[config.mk]
export PLATFORM = sky130hd
export DESIGN_NAME = rc4_key_search_mc
export DESIGN_NICKNAME = d
export VERILOG_FILES = /design/src/rtl/rc4_key_search_mc.sv
export SDC_FILE = /design/constraint.sdc
export NUM_CORES = 1
export LEC_CHECK = 0
export CAP_MARGIN = 40
export CORE_AREA = 2 2 125 127
export DETAILED_ROUTE_END_ITERATION = 8
export DIE_AREA = 0 0 127 129
export PLACE_DENSITY = 0.81
export RECOVER_POWER = 100
export SLEW_MARGIN = 20
export SYNTH_ARGS = -nofsm -noshare
export SYNTH_HDL_FRONTEND = slang
export SYNTH_SLANG_ARGS = --single-unit
[constraint.sdc]
create_clock -name clk -period 10.9 [get_ports clk]
set_input_delay 1.09 -clock clk [delete_from_list [all_inputs] [get_ports clk]]
set_output_delay 1.09 -clock clk [all_outputs]
set_load 0.02 [all_outputs]
[src/rtl/rc4_key_search_mc.sv]
// rc4_key_search_mc: multi-channel RC4 key search controller.
// Channel i walks keys i, i+NUM_CH, i+2*NUM_CH, ... up to KEY_LIMIT, driving
// one decrypt core. The controller reports the first valid key (lowest
// channel index on a tie) or no_sol once every channel has run out of keys.
// Optional build macro: KEY_SEARCH_PROGRESS_EN enables the keys_tested counter
// (otherwise keys_tested is tied to zero).
module rc4_key_search_mc #(
    parameter int               KEY_W     = 24,
    parameter int               NUM_CH    = 4,
    parameter logic [KEY_W-1:0] KEY_LIMIT = 24'h3FFFFF,
    parameter int               CH_W      = 4
) (
    input  logic                    clk,
    input  logic                    reset,
    input  logic                    start,
    input  logic                    enable,
    input  logic [NUM_CH-1:0]       dc_done,
    input  logic [NUM_CH-1:0]       dc_invalid,
    output logic [NUM_CH*KEY_W-1:0] sc_key,
    output logic [NUM_CH-1:0]       reset_decrypt,
    output logic [NUM_CH-1:0]       start_decrypt,
    output logic                    found,
    output logic [KEY_W-1:0]        found_key,
    output logic [CH_W-1:0]         found_ch,
    output logic                    no_sol,
    output logic [KEY_W-1:0]        keys_tested
);

    typedef enum logic [1:0] {
        TOP_IDLE  = 2'd0,
        TOP_RUN   = 2'd1,
        TOP_FOUND = 2'd2,
        TOP_NOSOL = 2'd3
    } top_state_t;

    typedef enum logic [2:0] {
        CH_IDLE     = 3'd0,
        CH_RESET_DC = 3'd1,
        CH_WAIT     = 3'd2,
        CH_KEY_INC  = 3'd3,
        CH_EXH      = 3'd4
    } ch_state_t;

    // Limit and stride widened by one bit so the carry of the increment is visible.
    localparam logic [KEY_W:0] LIMIT_EXT = {1'b0, KEY_LIMIT};
    localparam logic [KEY_W:0] STEP      = (KEY_W+1)'(NUM_CH);

    top_state_t        top_state_r;
    top_state_t        top_next_s;
    ch_state_t         ch_state_r  [NUM_CH];
    ch_state_t         ch_next_s   [NUM_CH];
    logic [KEY_W-1:0]  key_r       [NUM_CH];
    logic [KEY_W-1:0]  key_next_s  [NUM_CH];
    logic [KEY_W:0]    sum_s       [NUM_CH];
    logic [NUM_CH-1:0] succ_s;
    logic [NUM_CH-1:0] exh_s;
    logic [NUM_CH-1:0] rst_pulse_s;
    logic [NUM_CH-1:0] wait_next_s;
    logic              any_succ_s;
    logic              all_exh_s;
    logic              hit_s;
    logic [CH_W-1:0]   win_s;
    logic [KEY_W-1:0]  win_key_s;

    // Per-channel status decode and lowest-index winner selection.
    always_comb begin
        succ_s    = '0;
        exh_s     = '0;
        hit_s     = 1'b0;
        win_s     = '0;
        win_key_s = '0;
        for (int i = 0; i < NUM_CH; i++) begin
            succ_s[i] = (top_state_r == TOP_RUN) && (ch_state_r[i] == CH_WAIT) &&
                        dc_done[i] && !dc_invalid[i];
            exh_s[i]  = (ch_state_r[i] == CH_EXH);
            sum_s[i]  = {1'b0, key_r[i]} + STEP;
            win_s     = (succ_s[i] && !hit_s) ? CH_W'(i) : win_s;
            win_key_s = (succ_s[i] && !hit_s) ? key_r[i] : win_key_s;
            hit_s     = hit_s | succ_s[i];
        end
        any_succ_s = hit_s;
        all_exh_s  = &exh_s;
    end

    // Top-level next-state logic; a success outranks a simultaneous exhaustion.
    always_comb begin
        top_next_s = top_state_r;
        case (top_state_r)
            TOP_IDLE: begin
                if (start) begin
                    top_next_s = TOP_RUN;
                end else begin
                    top_next_s = TOP_IDLE;
                end
            end
            TOP_RUN: begin
                if (any_succ_s) begin
                    top_next_s = TOP_FOUND;
                end else if (all_exh_s) begin
                    top_next_s = TOP_NOSOL;
                end else begin
                    top_next_s = TOP_RUN;
                end
            end
            TOP_FOUND, TOP_NOSOL: begin
                if (start) begin
                    top_next_s = top_state_r;
                end else begin
                    top_next_s = TOP_IDLE;
                end
            end
            default: top_next_s = TOP_IDLE;
        endcase
    end

    // Channel next-state, next-key and core-reset pulse logic.
    always_comb begin
        rst_pulse_s = '0;
        wait_next_s = '0;
        for (int i = 0; i < NUM_CH; i++) begin
            ch_next_s[i]  = ch_state_r[i];
            key_next_s[i] = key_r[i];
            case (top_state_r)
                TOP_IDLE: begin
                    if (start) begin
                        key_next_s[i] = KEY_W'(i);
                        if ((KEY_W+1)'(i) > LIMIT_EXT) begin
                            ch_next_s[i] = CH_EXH;
                        end else begin
                            ch_next_s[i]   = CH_RESET_DC;
                            rst_pulse_s[i] = 1'b1;
                        end
                    end else begin
                        key_next_s[i] = '0;
                        ch_next_s[i]  = CH_IDLE;
                    end
                end
                TOP_RUN: begin
                    if (any_succ_s || all_exh_s) begin
                        // Search over: park every channel, abort losers still in WAIT.
                        ch_next_s[i]   = CH_IDLE;
                        rst_pulse_s[i] = (ch_state_r[i] == CH_WAIT) && (win_s != CH_W'(i));
                    end else begin
                        case (ch_state_r[i])
                            CH_RESET_DC: ch_next_s[i] = CH_WAIT;
                            CH_WAIT: begin
                                if (dc_done[i] && dc_invalid[i]) begin
                                    ch_next_s[i] = CH_KEY_INC;
                                end else begin
                                    ch_next_s[i] = CH_WAIT;
                                end
                            end
                            CH_KEY_INC: begin
                                if (sum_s[i] > LIMIT_EXT) begin
                                    ch_next_s[i] = CH_EXH;
                                end else if (enable) begin
                                    key_next_s[i]  = sum_s[i][KEY_W-1:0];
                                    ch_next_s[i]   = CH_RESET_DC;
                                    rst_pulse_s[i] = 1'b1;
                                end else begin
                                    ch_next_s[i] = CH_KEY_INC;
                                end
                            end
                            CH_EXH:  ch_next_s[i] = CH_EXH;
                            CH_IDLE: ch_next_s[i] = CH_IDLE;
                            default: ch_next_s[i] = CH_IDLE;
                        endcase
                    end
                end
                TOP_FOUND, TOP_NOSOL: begin
                    if (start) begin
                        ch_next_s[i] = ch_state_r[i];
                    end else begin
                        key_next_s[i] = '0;
                        ch_next_s[i]  = CH_IDLE;
                    end
                end
                default: begin
                    key_next_s[i] = '0;
                    ch_next_s[i]  = CH_IDLE;
                end
            endcase
            wait_next_s[i] = (ch_next_s[i] == CH_WAIT);
        end
    end

    // State, key and core-handshake registers.
    always_ff @(posedge clk or posedge reset) begin
        if (reset) begin
            top_state_r   <= TOP_IDLE;
            reset_decrypt <= '0;
            start_decrypt <= '0;
            for (int i = 0; i < NUM_CH; i++) begin
                ch_state_r[i] <= CH_IDLE;
                key_r[i]      <= '0;
            end
        end else begin
            top_state_r   <= top_next_s;
            reset_decrypt <= rst_pulse_s;
            start_decrypt <= wait_next_s;
            for (int i = 0; i < NUM_CH; i++) begin
                ch_state_r[i] <= ch_next_s[i];
                key_r[i]      <= key_next_s[i];
            end
        end
    end

    // Result registers: latch the winner or exhaustion, clear on return to IDLE.
    always_ff @(posedge clk or posedge reset) begin
        if (reset) begin
            found     <= 1'b0;
            found_key <= '0;
            found_ch  <= '0;
            no_sol    <= 1'b0;
        end else if ((top_state_r == TOP_RUN) && any_succ_s) begin
            found     <= 1'b1;
            found_key <= win_key_s;
            found_ch  <= win_s;
        end else if ((top_state_r == TOP_RUN) && all_exh_s) begin
            no_sol <= 1'b1;
        end else if (top_next_s == TOP_IDLE) begin
            found     <= 1'b0;
            found_key <= '0;
            found_ch  <= '0;
            no_sol    <= 1'b0;
        end
    end

    // Flatten the per-channel key registers onto the sc_key bus.
    always_comb begin
        sc_key = '0;
        for (int i = 0; i < NUM_CH; i++) begin
            sc_key[i*KEY_W +: KEY_W] = key_r[i];
        end
    end

`ifdef KEY_SEARCH_PROGRESS_EN
    logic [NUM_CH-1:0] inc_enter_s;
    logic [KEY_W:0]    kt_sum_s;
    logic [KEY_W-1:0]  kt_next_s;

    // Number of set bits in a channel vector (at most NUM_CH, fits CH_W+1 bits).
    function automatic logic [CH_W:0] popcount(input logic [NUM_CH-1:0] v);
        logic [CH_W:0] cnt;
        cnt = '0;
        for (int i = 0; i < NUM_CH; i++) begin
            cnt = cnt + (CH_W+1)'(v[i]);
        end
        return cnt;
    endfunction

    // Saturating sum of rejected keys: channels entering KEY_INC this cycle.
    always_comb begin
        for (int i = 0; i < NUM_CH; i++) begin
            inc_enter_s[i] = (ch_next_s[i] == CH_KEY_INC) && (ch_state_r[i] != CH_KEY_INC);
        end
        kt_sum_s = {1'b0, keys_tested} + (KEY_W+1)'(popcount(inc_enter_s));
        if (kt_sum_s[KEY_W]) begin
            kt_next_s = '1;
        end else begin
            kt_next_s = kt_sum_s[KEY_W-1:0];
        end
    end

    // Progress counter: cleared on search start, advances only while running.
    always_ff @(posedge clk or posedge reset) begin
        if (reset) begin
            keys_tested <= '0;
        end else if ((top_state_r == TOP_IDLE) && start) begin
            keys_tested <= '0;
        end else if (top_state_r == TOP_RUN) begin
            keys_tested <= kt_next_s;
        end
    end
`else
    assign keys_tested = '0;
`endif

endmodule

==> results.py, run 1 <==
metrics = {
    "run_status": {
        "status": "finished with violations",
        "violations": "max-capacitance violations, max-slew violations",
    },
    "detailed_routing": {
        "wl_microns": 25900,
        "via_per_inst": 6.56,
        "wl_per_cell_microns": 21.0,
        "num_vias": 8071,
        "first_iter_violations": 1360,
        "drcViolationCount": 0,
        "dr.pass1.iters": 9,
        "final_antenna_net_count": 0,
    },
    "final_layout": {
        "drive_gt1_share_pct": 5.47,
        "nNetsFinal": 1052,
        "fin_util_pct": 67.3,
        "finalNonFillerCells": 1231,
        "fin_area_sq_um": 10100,
        "area_growth_pct": 23.0,
    },
    "floorplan": {
        "start_util_pct": 54.8,
        "placementRows": 45,
        "core_area_sq_um": 15000,
        "die_h_microns": 129,
        "io_pins": 170,
        "die-area_sq_um": 16400,
        "die_w_microns": 127,
    },
    "global_routing": {
        "grt_pass1_wl_microns": 40700,
        "grt_pass1_vias": 7321,
        "gr-usage-all-layers_pct": 32.0,
        "antenna_found_initial": 0,
        "grt_max_degree": 73,
        "overflow": 0,
    },
    "setup_path": {
        "startpoint_type": "input port",
        "critPathKind": "input port to flop",
        "worstReg2RegEnd": "sc_key[33]$_DFFE_PP0P_",
        "r2r_slack_ns": 6.91,
        "endpoint_kind": "flop",
        "cp_data_required_time_ns": 11.21,
        "crit_arrival_ns": 4.94,
        "r2r_cells": 7,
        "r2r-start": "ch_state_r[10]$_DFF_PP0_",
        "critPathMaxFanout": 14,
    },
    "timing": {
        "relSlewSlack_pct": -116,
        "hold_ws_ns": 0.480,
        "tightest_slew_ns": 3.22,
        "fin_setup_tns_ns": 0,
        "finalSetupViolations": 0,
        "period_needed_ns": 4.62,
        "rsz0062_at_grt": "no",
        "fin_ws_ns": 6.28,
        "hold_viol_final": 0,
        "fmax_mhz": 216,
        "drv_slew": 73,
        "timing.final.crit_share_pct": 42.4,
        "skew_ns": 0.00824,
    },
    "place": {
        "finalWeightedCongestion": 0.931,
        "dp.cells": 1204,
        "dpl_worst_slack_ns": 6.90,
        "portBuffers": 139,
        "placed_area_sq_um": 9580,
        "hpwl_microns": 18300,
    },
    "pwr": {
        "combPwrFrac_pct": 2.5,
        "vdd_drop_max_mv": 0.120,
        "power_density_nw_per_um2": 109,
        "netSwitchingFraction_pct": 20.7,
        "cellLeakagePower_nw": 4.62,
        "power_mw": 1.10,
        "p_int_uw": 875,
        "switchingPower_uw": 228,
        "p_seq_share_pct": 46.9,
        "p_clk_share_pct": 50.6,
    },
    "clock_tree": {
        "clock_sinks": 139,
        "clk-insertion-delay-late_ns": 0.42,
        "post_cts_resized": 0,
        "holdBufCountCts": 0,
        "htreeDepth": 4,
        "post_cts_buffers": 0,
        "cts_tree": "yes",
        "clockBufferDepth": 2,
        "cts_buffers": 17,
        "clkSlewWorstSetupHoldPaths_ns": 0.06,
        "clock-root-buffer": "clkbuf_16",
    },
    "job": {
        "cap_violations": 1,
    },
    "logic_synthesis": {
        "synth-edff-count": 0,
        "syn-instance-count": 926,
        "ys_seq_elements": 139,
        "ys.flop_type": "dfrtp_1",
        "async_flop_share_pct": 100,
        "ys_seq_area_share_pct": 42.4,
        "yosysWarningCount": 0,
        "syn-mean-instance-area_sq_um": 8.86,
        "synth_area_sq_um": 8200,
        "yosysUniqueCellTypes": 83,
    },
    "min_path": {
        "hp-class": "flop to flop",
        "holdPathStages": 2,
        "hold_path.startpoint": "no_sol$_DFFE_PP0P_",
        "holdPathEnd": "no_sol$_DFFE_PP0P_",
    },
}
## flip-flops by register name, summed over array words and instances (netlist names)
name and count:
ch_state_r 12, found 1, found_ch 2, found_key 24, no_sol 1, reset_decrypt 4, sc_key 89, start_decrypt 4
top_state_r 2
## worst max-delay path, stage by stage
cell and delay [ns]:
dlygate4sd3_1 0.54, nand2b_1 0.20, a2bb2o_1 0.37, o21ai_0 0.86
nand2_1 0.52, a211oi_1 0.95, a21oi_1 0.15, a31o_2 0.24
## cells in the final DEF (no fill, tap or decap), types with 18 or more instances in the layout
cell	count
dfrtp_1	139
dlygate4sd3_1	132
nand2_1	126
nor2_1	67
nand3_1	57
xnor2_1	37
inv_1	30
conb_1	30
o21ai_0	29
nor3_1	27
a21oi_1	27
nand4_1	24
a222oi_1	22
nor4_1	18
## layout make-up
class                           count  area, sq um
Antenna cell                        1         2.50
Tap cell                          188          235
Sequential cell                   139         3480
Multi-Input combinational cell    695         4210
Timing Repair Buffer              151         1490
Clock inverter                      3         65.1
Fill cell                        1207         4890
Clock buffer                       23          488
Inverter                           31          118
## power groups by stage
stage	Clock (mW)	Combinational [mW]	Sequential (mW)
after floorplan	0	0.0261	0.527
after global placement	0	0.0283	0.526
after detailed placement	0	0.0293	0.526
after CTS	0.561	0.0295	0.517
after global routing	0.585	0.0316	0.517
final	0.558	0.0281	0.517
## synthesized netlist by cell type (all sizes together), types with 11 or more instances
master,number,area (sq um)
inv,31,116
nand2b,14,95.1
or3,17,106
and3,11,68.8
dfrtp,139,3480
nand3,57,285
or4,13,97.6
o211ai,16,125
o21ai,30,158
nand4,25,163
nor4,21,146
a2111oi,12,114
and2,13,81.3
xnor2,37,324
nor3,29,155
buf,50,350
nand2,126,473
nor2,69,259
clkbuf,40,153
a222oi,22,220
and4,11,96.3
a21oi,27,143
## worst max-delay path by stage
stage,start,end,slack [ns]
after floorplan,reset,ch_state_r[0]$_DFF_PP0_,6.09
after global placement,dc_invalid[0],sc_key[59]$_DFFE_PP0P_,6.93
after detailed placement,dc_invalid[0],sc_key[20]$_DFFE_PP0P_,6.90
after CTS,sc_key[74]$_DFFE_PP0P_,sc_key[92]$_DFFE_PP0P_,7.29
after global routing,reset,ch_state_r[10]$_DFF_PP0_,5.78
final,dc_invalid[0],sc_key[33]$_DFFE_PP0P_,6.28
## metal layers
metal / global-route usage (%) / vias up / share of wire (%)
met4: 14.5 / 0 / 3.9
met2: 46.9 / 545 / 45
met5: 0 / - / 0
li1: - / 3557 / -
met1: 45.7 / 3885 / 40
met3: 7.15 / 84 / 11
## cell families after synthesis
family          synth area share [%]
other cells                   0.0457
fa+ha+maj                      0.763
simple gates                    27.5
xor+xnor                        4.27
compound gates                  16.3
mux                             1.10
buf+inv                         7.55
flops                           42.4
Power figures use the tool's default switching activity.
==> inputs of run 2 (changes only) <==
--- a/config.mk
+++ b/config.mk
@@ -6,10 +6,10 @@
 export NUM_CORES = 1
 export LEC_CHECK = 0
 export CAP_MARGIN = 40
-export CORE_AREA = 2 2 125 127
+export CORE_AREA = 2 2 129 131
 export DETAILED_ROUTE_END_ITERATION = 8
-export DIE_AREA = 0 0 127 129
-export PLACE_DENSITY = 0.81
+export DIE_AREA = 0 0 131 133
+export PLACE_DENSITY = 0.76
 export RECOVER_POWER = 100
 export SLEW_MARGIN = 20
 export SYNTH_ARGS = -nofsm -noshare
==> constraint.sdc (replaced) <==
create_clock -name clk -period 4.3 [get_ports clk]
set_input_delay 0.43 -clock clk [delete_from_list [all_inputs] [get_ports clk]]
set_output_delay 0.43 -clock clk [all_outputs]
set_load 0.02 [all_outputs]
==> run 2 against run 1 <==
Effect of this change:
- the run still ends with max-capacitance violations, max-slew violations left
- wire length grew 2.2%
- clock power grew to 2.9 times the previous value
- die area grew 6.3%
- combinational power grew to 2.5 times the previous value
- power grew to 2.7 times the previous value
- final cell count grew 3.4%
- setup slack lost 5.8 ns
- critical path depth grew 2
- non-clock buffer count grew 6
==> results.py, run 2 (synthesis results as in run 1) <==
metrics = {
    "setup_path": {
        "critPathMaxFanout": 12,
        "r2r_slack_ns": 0.52,
        "startpoint_type": "flop",
        "crit_arrival_ns": 4.06,
        "r2r-start": "sc_key[74]$_DFFE_PP0P_",
        "critPathKind": "flop to flop",
        "critical_path.endpoint": "sc_key[92]$_DFFE_PP0P_",
        "cp_data_required_time_ns": 4.58,
        "r2r_cells": 10,
        "worstReg2RegEnd": "sc_key[92]$_DFFE_PP0P_",
        "endpoint_kind": "flop",
        "startpoint": "sc_key[74]$_DFFE_PP0P_",
    },
    "global_routing": {
        "grt_pass1_vias": 7284,
        "gr-usage-all-layers_pct": 31.0,
        "grt_pass1_wl_microns": 41400,
        "overflow": 0,
        "grt_max_degree": 80,
        "antenna_found_initial": 0,
    },
    "floorplan": {
        "die-area_sq_um": 17400,
        "io_pins": 170,
        "die_h_microns": 133,
        "placementRows": 47,
        "start_util_pct": 50.7,
        "core_area_sq_um": 16200,
        "die_w_microns": 131,
    },
    "detailed_routing": {
        "num_vias": 8066,
        "wl_microns": 26400,
        "wl_per_cell_microns": 20.8,
        "first_iter_violations": 1224,
        "dr.pass1.iters": 7,
        "via_per_inst": 6.34,
        "final_antenna_net_count": 0,
        "drcViolationCount": 0,
    },
    "clock_tree": {
        "clock_sinks": 139,
        "clockBufferDepth": 2,
        "post_cts_resized": 0,
        "htreeDepth": 4,
        "post_cts_buffers": 0,
        "holdBufCountCts": 0,
        "clk-insertion-delay-late_ns": 0.43,
        "clock-root-buffer": "clkbuf_16",
        "clkSlewWorstSetupHoldPaths_ns": 0.06,
        "cts_tree": "yes",
        "cts_buffers": 17,
    },
    "final_layout": {
        "largest_register_ffs": 89,
        "area_growth_pct": 24.6,
        "fin_util_pct": 63.2,
        "layout_commonest_cell": "dfrtp_1",
        "antenna_cells": 0,
        "drive_gt1_share_pct": 6.08,
        "final_cell_mix": "dfrtp_1, dlygate4sd3_1, nand2_1",
        "nNetsFinal": 1058,
        "fin_area_sq_um": 10200,
    },
    "place": {
        "hpwl_microns": 18700,
        "finalWeightedCongestion": 0.948,
        "portBuffers": 139,
        "placed_area_sq_um": 9660,
    },
    "run_status": {
        "status": "finished with violations",
        "violations": "max-capacitance violations, max-slew violations",
    },
    "timing": {
        "fin_setup_tns_ns": 0,
        "period_needed_ns": 3.78,
        "timing.final.crit_share_pct": 88.0,
        "finalSetupViolations": 0,
        "drv_slew": 117,
        "fmax_mhz": 264,
        "skew_ns": 0.00782,
        "hold_viol_final": 0,
        "relSlewSlack_pct": -32.8,
        "rsz0062_at_grt": "no",
        "tightest_slew_ns": 1.99,
    },
    "min_path": {
        "hp-class": "flop to flop",
    },
    "pwr": {
        "vdd_drop_max_mv": 0.297,
        "cellLeakagePower_nw": 4.65,
        "power_density_nw_per_um2": 294,
    },
    "job": {
        "cap_violations": 2,
    },
}
## run 2: cell count changes in the layout (fill, tap and decap cells not counted), moves of 2 or more
cell             delta
clkbuf_8            -2
buf_4               +2
dlygate4sd3_1       -3
clkdlybuf4s50_1     +3
clkinvlp_4          +5
clkbuf_1            +3
bufinv_16           +3
## run 2: stage by stage
stage	instances	power (mW)	hold WS [ns]	setup WS (ns)
after floorplan	955	1.40	0.503	0.145
after global placement	1240	1.41	0.451	0.962
after detailed placement	1242	1.41	0.469	0.948
after CTS	1273	3.02	0.378	0.910
after global routing	1273	3.07	0.517	0.331
final	1273	3.01	0.463	0.517
## run 2: per-layer routing
metal | GRT usage (%) | vias up | routed length, microns
met5 | 0 | - | 0
met4 | 12.7 | 0 | 971
met3 | 5.78 | 78 | 2680
met2 | 45.4 | 474 | 12000
met1 | 45.0 | 3946 | 10800
li1 | - | 3568 | -
## run 2: worst max-delay path, cell delays in order (launching register included)
cell and delay (ns):
dfrtp_1 0.47, inv_1 0.11, ha_1 0.20, or3b_1 0.33
or4_1 0.56, a221oi_2 0.26, o2111ai_1 0.26, o211ai_2 0.50
buf_4 0.25, nand2b_1 0.46, o221ai_1 0.21
## run 2: area by class of cell
type / instances / area, sq um
timing repair buffer: 157 / 1510
multi-input combinational: 695 / 4190
clock inverter: 11 / 193
inverter: 31 / 118
clock buffer: 20 / 457
sequential: 139 / 3480
tap: 220 / 275
fill: 1355 / 5950
## run 2: worst min-delay path by stage
stage,start,end,slack (ns),depth (start not counted)
detailed placement,found_key[0]$_DFFE_PP0P_,found_key[0]$_DFFE_PP0P_,0.47,2
global route,found_key[23]$_DFFE_PP0P_,found_key[23]$_DFFE_PP0P_,0.52,2
floorplan,top_state_r[1]$_DFF_PP0_,top_state_r[0]$_DFF_PP0_,0.50,1
CTS,reset,sc_key[39]$_DFFE_PP0P_,0.38,2
finish,found_key[0]$_DFFE_PP0P_,found_key[0]$_DFFE_PP0P_,0.46,2
global placement,found_key[0]$_DFFE_PP0P_,found_key[0]$_DFFE_PP0P_,0.45,2
## run 2: report_power, final
part	internal (mW)	total (mW)	switching, mW
combinational	0.0124	0.0703	0.0578
sequential	1.31	1.31	0.000504
clock	1.05	1.62	0.570
